`config.mk`:
```
export PLATFORM = sky130hd
export DESIGN_NAME = div32x32_flat
export DESIGN_NICKNAME = d
export VERILOG_FILES = /design/src/rtl/div32x32_if.sv /design/src/rtl/div32x32.sv /design/src/flat_wrapper.sv
export SDC_FILE = /design/constraint.sdc
export NUM_CORES = 1
export LEC_CHECK = 0
export ABC_CLOCK_PERIOD_IN_PS = 8200
export CAP_MARGIN = 20
export CORE_UTILIZATION = 35
export DETAILED_ROUTE_END_ITERATION = 16
export GPL_TIMING_DRIVEN = 0
export PLACE_DENSITY = 0.57
export SLEW_MARGIN = 40
export SYNTH_ARGS = -nofsm -noshare
export SYNTH_HDL_FRONTEND = slang
export SYNTH_SLANG_ARGS = --single-unit
export TNS_END_PERCENT = 10
```
`constraint.sdc`:
```
create_clock -name clk -period 8.2 [get_ports clk]
set_input_delay 0.82 -clock clk [delete_from_list [all_inputs] [get_ports clk]]
set_output_delay 0.82 -clock clk [all_outputs]
set_load 0.02 [all_outputs]
```
`src/rtl/div32x32_if.sv`:
```
// div32x32 operand/result bus: start request, operands, busy and registered results.
// Latency: none (wiring only); results arrive 34 edges after the start edge.
// Backpressure: none; requester watches busy, divider ignores start outside IDLE.
interface div32x32_if;
  logic        start;
  logic [31:0] dividend;
  logic [31:0] divisor;
  logic        busy;
  logic [31:0] quotient;
  logic [31:0] remainder;
  logic        div_by_zero;

  // Requester side: issues operands and start, observes busy and results.
  modport master (
    output start, dividend, divisor,
    input  busy, quotient, remainder, div_by_zero
  );

  // Divider side.
  modport slave (
    input  start, dividend, divisor,
    output busy, quotient, remainder, div_by_zero
  );
endinterface

```
`src/rtl/div32x32.sv`:
```
// Sequential 32-bit unsigned restoring divider, one quotient bit per clock (IDLE/CALC/FIN).
// Latency: 34 edges start->results (2 edges with DIV32_EARLY_EXIT_EN when divisor==0 or dividend<divisor).
// Backpressure: start is only sampled in IDLE; busy is combinational (start in IDLE, 1 in CALC).
module div32x32 (
  input  logic         clk,
  input  logic         reset,
  div32x32_if.slave    bus
);

  typedef enum logic [1:0] {
    IDLE = 2'd0,
    CALC = 2'd1,
    FIN  = 2'd2
  } state_t;

  state_t      state;
  state_t      state_nxt;
  logic [31:0] dvd;   // shifting dividend; accumulates the quotient from bit 0 upward
  logic [31:0] dvs;
  logic [31:0] rem;   // partial remainder
  logic [4:0]  cnt;
  logic [32:0] trial;
  logic        early;

  // Trial subtraction of the divisor from the shifted partial remainder; bit 32 is the borrow.
  assign trial = {rem, dvd[31]} - {1'b0, dvs};

  // Short-circuit condition: the quotient is known without iterating.
`ifdef DIV32_EARLY_EXIT_EN
  assign early = (bus.divisor == 32'd0) || (bus.dividend < bus.divisor);
`else
  assign early = 1'b0;
`endif

  // State register.
  always_ff @(posedge clk) begin
    if (reset) state <= IDLE;
    else       state <= state_nxt;
  end

  // Next-state and busy decode; busy is forced low while reset is high.
  always_comb begin
    state_nxt = state;
    bus.busy  = 1'b0;
    case (state)
      IDLE: begin
        bus.busy = bus.start & ~reset;
        if (bus.start) state_nxt = early ? FIN : CALC;
      end
      CALC: begin
        bus.busy = ~reset;
        if (cnt == 5'd31) state_nxt = FIN;
      end
      FIN: begin
        state_nxt = IDLE;
      end
      default: state_nxt = IDLE;
    endcase
  end

  // Operand capture, restoring iteration and result write-back.
  always_ff @(posedge clk) begin
    if (reset) begin
      dvd             <= 32'd0;
      dvs             <= 32'd0;
      rem             <= 32'd0;
      cnt             <= 5'd0;
      bus.quotient    <= 32'd0;
      bus.remainder   <= 32'd0;
      bus.div_by_zero <= 1'b0;
    end else begin
      case (state)
        IDLE: begin
          if (bus.start) begin
            dvs <= bus.divisor;
            cnt <= 5'd0;
            if (early) begin
              // Preload the final answer so FIN writes it back unchanged.
              dvd <= (bus.divisor == 32'd0) ? 32'hFFFF_FFFF : 32'd0;
              rem <= bus.dividend;
            end else begin
              dvd <= bus.dividend;
              rem <= 32'd0;
            end
          end
        end
        CALC: begin
          dvd <= {dvd[30:0], ~trial[32]};
          rem <= trial[32] ? {rem[30:0], dvd[31]} : trial[31:0];
          cnt <= cnt + 5'd1;
        end
        FIN: begin
          bus.quotient    <= dvd;
          bus.remainder   <= rem;
          bus.div_by_zero <= (dvs == 32'd0);
        end
        default: ;
      endcase
    end
  end

endmodule

```
`src/flat_wrapper.sv`:
```
// flat-port wrapper written by rule: the top's interface ports become plain ports
module div32x32_flat 
  (clk, reset, bus_start, bus_dividend, bus_divisor, bus_busy, bus_quotient, bus_remainder, bus_div_by_zero);
  div32x32_if bus_i ();
  input  logic clk;
  input  logic reset;
  input wire logic [$bits(bus_i.start)-1:0] bus_start;
  input wire logic [$bits(bus_i.dividend)-1:0] bus_dividend;
  input wire logic [$bits(bus_i.divisor)-1:0] bus_divisor;
  output wire logic [$bits(bus_i.busy)-1:0] bus_busy;
  output wire logic [$bits(bus_i.quotient)-1:0] bus_quotient;
  output wire logic [$bits(bus_i.remainder)-1:0] bus_remainder;
  output wire logic [$bits(bus_i.div_by_zero)-1:0] bus_div_by_zero;
  assign bus_i.start = bus_start;
  assign bus_i.dividend = bus_dividend;
  assign bus_i.divisor = bus_divisor;
  assign bus_busy = bus_i.busy;
  assign bus_quotient = bus_i.quotient;
  assign bus_remainder = bus_i.remainder;
  assign bus_div_by_zero = bus_i.div_by_zero;
  div32x32 u_core (.clk(clk), .reset(reset), .bus(bus_i));
endmodule
```
After elaboration in Yosys (flattened, before gate mapping)
Index checks and enable logic that the tools add are counted.
W data, S select, Z words.
Word-level totals
  input port bits: 67
  bits in registers: 168
  output and inout bits: 66
  word-level logic and storage cells: 35
Operators by class
  reduce and logical (&&, ||, !) cells: 6
  eq/ne operators: 5
  muxes and demuxes: 11
  $add $sub $neg: 2
  bitwise logic cells: 3
Operator list (count)
  $pmux W32 S2: 2
  $mux W32: 3
  $sub A33 B32 Y33: 1
  $logic_not A32 Y1: 1
  $pmux W5 S2: 1
  $reduce_and A2 Y1: 3
  $add A5 B1 Y5 const B: 1
  $eq A5 B5 Y1 const B: 1
  $mux W5: 1
  $mux W2: 2
  $pmux W2 S2: 1
  $eq A2 B1 Y1 const B: 1
  $eq A2 B2 Y1 const B: 1
  $logic_not A2 Y1: 1
  $ne A2 B1 Y1 const B: 1
  $ne A2 B2 Y1 const B: 1
  $not A1 Y1: 2
  $pmux W1 S2: 1
  $reduce_bool A2 Y1: 1
  $and A1 B1 Y1: 1

Longest topological paths before layout
  depth in word-level cells: 3
  depth in mapped cells: 13
  mapped depth without buffers: 12

Worst setup path before layout
OpenSTA, ideal clock, no wires.
  path kind: register to register
  from: register u_core.dvd[31]
  to: register u_core.rem[0]
  setup slack: 5370 ps
  path buffers: 1
  library setup time: 117 ps
  stages on the path, launching flop included: 14
  clock period less this slack: 2830 ps
  data required time: 8083 ps
  arrival: 2713 ps
  cell sequence: dfxtp_1 -> inv_1 -> ha_1 -> inv_1 -> fa_1 -> a211oi_2 -> o21bai_2 -> o311ai_4 -> o2111ai_4 -> a21oi_4 -> xnor2_2 -> buf_6 -> nand2_1 -> a32o_1
Between the ends
  longest elaborated chain between the ends: 3
Ends and longest elaborated chain
  start, declared: RTL line div32x32.sv:18  | logic [31:0] dvd;
  start signal, assigned: RTL line div32x32.sv:79  | dvd <= (bus.divisor == 32'd0) ? 32'hFFFF_FFFF : 32'd0;
  start signal, assigned: RTL line div32x32.sv:82  | dvd <= bus.dividend;
  start signal, assigned: RTL line div32x32.sv:88  | dvd <= {dvd[30:0], ~trial[32]};
  $sub A33 B32 Y33: RTL line div32x32.sv:26  | assign trial = {rem, dvd[31]} - {1'b0, dvs};
  $mux W32 *: RTL line div32x32.sv:89  | rem <= trial[32] ? {rem[30:0], dvd[31]} : trial[31:0];
  $pmux W32 S2 *: RTL line div32x32.sv:72  | case (state)
  end signal, assigned: RTL line div32x32.sv:80  | rem <= bus.dividend;
  end signal, assigned: RTL line div32x32.sv:89
  end, declared: RTL line div32x32.sv:20  | logic [31:0] rem;
Every way passes the cells marked *; elsewhere a longest branch is shown, timed or not.
A chain may end at the register's enable or synchronous reset.

Worst setup path in the final report
  from: input reset
  to: output bus_busy
Between the ends
  longest elaborated chain between the ends: 3
Ends and longest elaborated chain
  start, declared: RTL line flat_wrapper.sv:6  | input logic reset;
  $not A1 Y1 *: RTL line div32x32.sv:47, div32x32.sv:51
  $and A1 B1 Y1: RTL line div32x32.sv:47  | bus.busy = bus.start & ~reset;
  $pmux W1 S2 *: RTL line div32x32.sv:45  | case (state)
  end, declared: RTL line flat_wrapper.sv:10  | output wire logic [$bits(bus_i.busy)-1:0] bus_busy;
Marked as above.

==> results.toml <==
[placement]
gp_congestion = 0.9476
dp_hpwl_um = 19220
place_ws_ps = 4359
io_buffers = 132

[sta]
setup_violations = 0
final.min_clock_period_ps = 3820
worst_slew_pin_slew_ps = 738.6
max_freq_mhz = 261.8
hold_ws_ps = 453.3
fin_crit_sh = 0.4658
clock_skew_ps = 14.14
tns_ps = 0
hold_viol = 0
rsz0062_at_grt = "no"
relSlewSlack = 0.5030
finalWorstSetupSlack_ps = 4380
drv_slew = 0

[layout]
drive_gt1_frac = 0.04478
fin_nets = 1362
syn_to_final_growth_pct = 27.62
final_common_cell = "nand2_1"
final_cell_mix = "nand2_1, dfxtp_1, clkdlybuf4s50_1, a21oi_1, nor2_1"
final_util = 0.4542

[global_route]
grt_antenna_before_repair = 2
grt_overflow = 0
grt_max_degree = 19
grt_use_total = 0.2173
grt_pass1_vias = 7662
grt_pass1_wl_um = 41190

[power]
p_sw_frac = 0.3882
vdd_drop_max_v = 0.0001682
p_clk_frac = 0.292
power.share.combinational = 0.371
net-switching-power_mw = 1.058
internal_power_mw = 1.668
p_per_area_mw_per_mm2 = 255.6
p_leak_nw = 4.052
seqPwrFrac = 0.336
power_mw = 2.726

[die]
design.portCount = 133
rows = 56
fp.dieH_um = 156.5
coreArea_mm2 = 0.02347
die_area_mm2 = 0.02449
initial_core_util = 0.3559
fp.dieW_um = 156.5

[cts]
path_clk_slew_ps = 70
cts_sinks = 168
worstSkewPairLatency_ps = 430
cts_setup_buffers = 0
cts_tree = "done"
cts.htree.levels = 4
cts_buffers = 17
holdBufCountCts = 0
cts_resized = 0
cts_root_buffer = "clkbuf_16"
clockBufferDepth = 2

[critical_path]
critPathMaxFanout = 10
rrSetupSlack_ps = 4970
worstRegToRegCells = 13
timing.rr.start = "u_core.dvd[31]$_SDFFE_PP0P_"
worstSetupPathType = "primary input to output pin"
required_ps = 7380
setup.worst_path.end_class = "output pin"
start_kind = "primary input"
crit_end = "bus_busy"
startpoint = "reset"
r2r_end = "u_core.rem[27]$_SDFFE_PP0P_"
critPathArrivalTime_ps = 3000

[synth]
synth_area_mm2 = 0.008354
synth-adder-area-share = 0.05332
synth_nets = 1211
synth_top_family_by_area = "simple AND/OR/NAND/NOR gates"
netlist_instances = 1109
ys_types = 62
synth_mux_area_frac = 0.001198
synthSimpleGateAreaFrac = 0.2729
async_reset_ff_frac = 0
synth_compound_area_frac = 0.1893
syn_avg_cell_area_um2 = 7.533
ys.flop_type = "dfxtp_1"
synth_warnings = 0
synth_xor_area_frac = 0.02621
yosysSeqAreaShare = 0.4026
synth_edf_count = 0
synth-seq-cells = 168

[outcome]
status = "finished, violations left"
violations = "DRC"

[detailed_routing]
wirelength_um = 25880
post_drt_wl_per_cell_um = 16.24
dr.pass1.iters = 11
drtIter0Drc = 394
num_vias = 8085
drc = 2
antenna_left = 0
viasPerCell = 5.072

[flow_run]
maxCapViolCount = 0

[hold_path]
hold_path_depth = 2
hold_start = "u_core.bus.remainder[19]$_SDFFE_PP0N_"
min_path_type = "flip-flop to flip-flop"
synthesized netlist by cell type (8+ instances only):
library cell	n	area, µm²
xor2_1	11	96.34
clkbuf_1	56	210.2
nand3_1	65	325.3
a211oi_1	9	67.56
a21oi_1	131	655.6
nor2_1	119	446.7
inv_1	39	146.4
o21ai_0	23	115.1
ha_1	34	425.4
dfxtp_1	168	3363
o21ai_1	10	50.05
a21o_1	14	105.1
nor4_1	40	250.2
nand2_1	248	930.9
nand4_1	8	50.05
nor3_1	10	50.05
xnor2_1	9	78.83
a32oi_1	13	113.9
logic make-up after synthesis:
group           Yosys count
compound gates          249
xor+xnor                 22
fa+ha+maj                35
mux                       1
flops                   168
buf+inv                 111
simple gates            523
flip-flops by register name, indices dropped and copies added (netlist names):
name,cells
u_core.bus.quotient,32
u_core.bus.remainder,32
u_core.dvd,32
u_core.dvs,32
u_core.rem,32
u_core.cnt,5
u_core.state,2
u_core.bus.div_by_zero,1
through the flow:
stage,std cells,cell area (µm²)
6_report,1594,10660
5_1_grt,1592,10660
4_1_cts,1592,10660
3_5_place_dp,1560,10070
3_3_place_gp,1560,10070
2_1_floorplan,1109,8354
layer usage:
layer / track usage / routed length, µm / vias to the layer above
met5: 0 / 0 / -
met4: 0.05135 / 258 / 0
met3: 0.05372 / 1656 / 18
met2: 0.3531 / 11920 / 198
met1: 0.2879 / 12040 / 3731
li1: - / - / 4138
how the worst min path moves through the flow:
stage                                             to  slack (ps)
3_3_place_gp    u_core.bus.remainder[8]$_SDFFE_PP0N_         440
2_1_floorplan    u_core.bus.quotient[0]$_SDFFE_PP0N_         440
3_5_place_dp    u_core.bus.quotient[11]$_SDFFE_PP0N_         450
4_1_cts          u_core.bus.quotient[0]$_SDFFE_PP0N_         460
6_report       u_core.bus.remainder[19]$_SDFFE_PP0N_         450
5_1_grt        u_core.bus.remainder[15]$_SDFFE_PP0N_         470
area by class of cell:
cell class / count / area [µm²]
clock buffer: 18 / 429.2
fill: 2445 / 12810
antenna: 2 / 5.005
timing repair buffer: 132 / 1321
clock inverter: 14 / 152.6
sequential: 168 / 3363
tap: 319 / 399.1
inverter: 39 / 146.4
buffer: 72 / 309.0
multi-input combinational: 830 / 4536
worst max-delay path: stages:
cell	delay (ps)
clkdlybuf4s50_1	510
clkbuf_1	530
clkbuf_1	470
nor2_1	100
clkdlybuf4s50_1	570
power by group through the flow:
stage	clock network, mW	registers [mW]	logic (mW)
4_1_cts	0.815	0.916	1.00
2_1_floorplan	0	0.918	0.741
3_3_place_gp	0	0.935	0.997
6_report	0.796	0.917	1.01
5_1_grt	0.847	0.924	1.11
3_5_place_dp	0	0.935	0.998
Note: power is estimated with default switching activity, not from simulation.
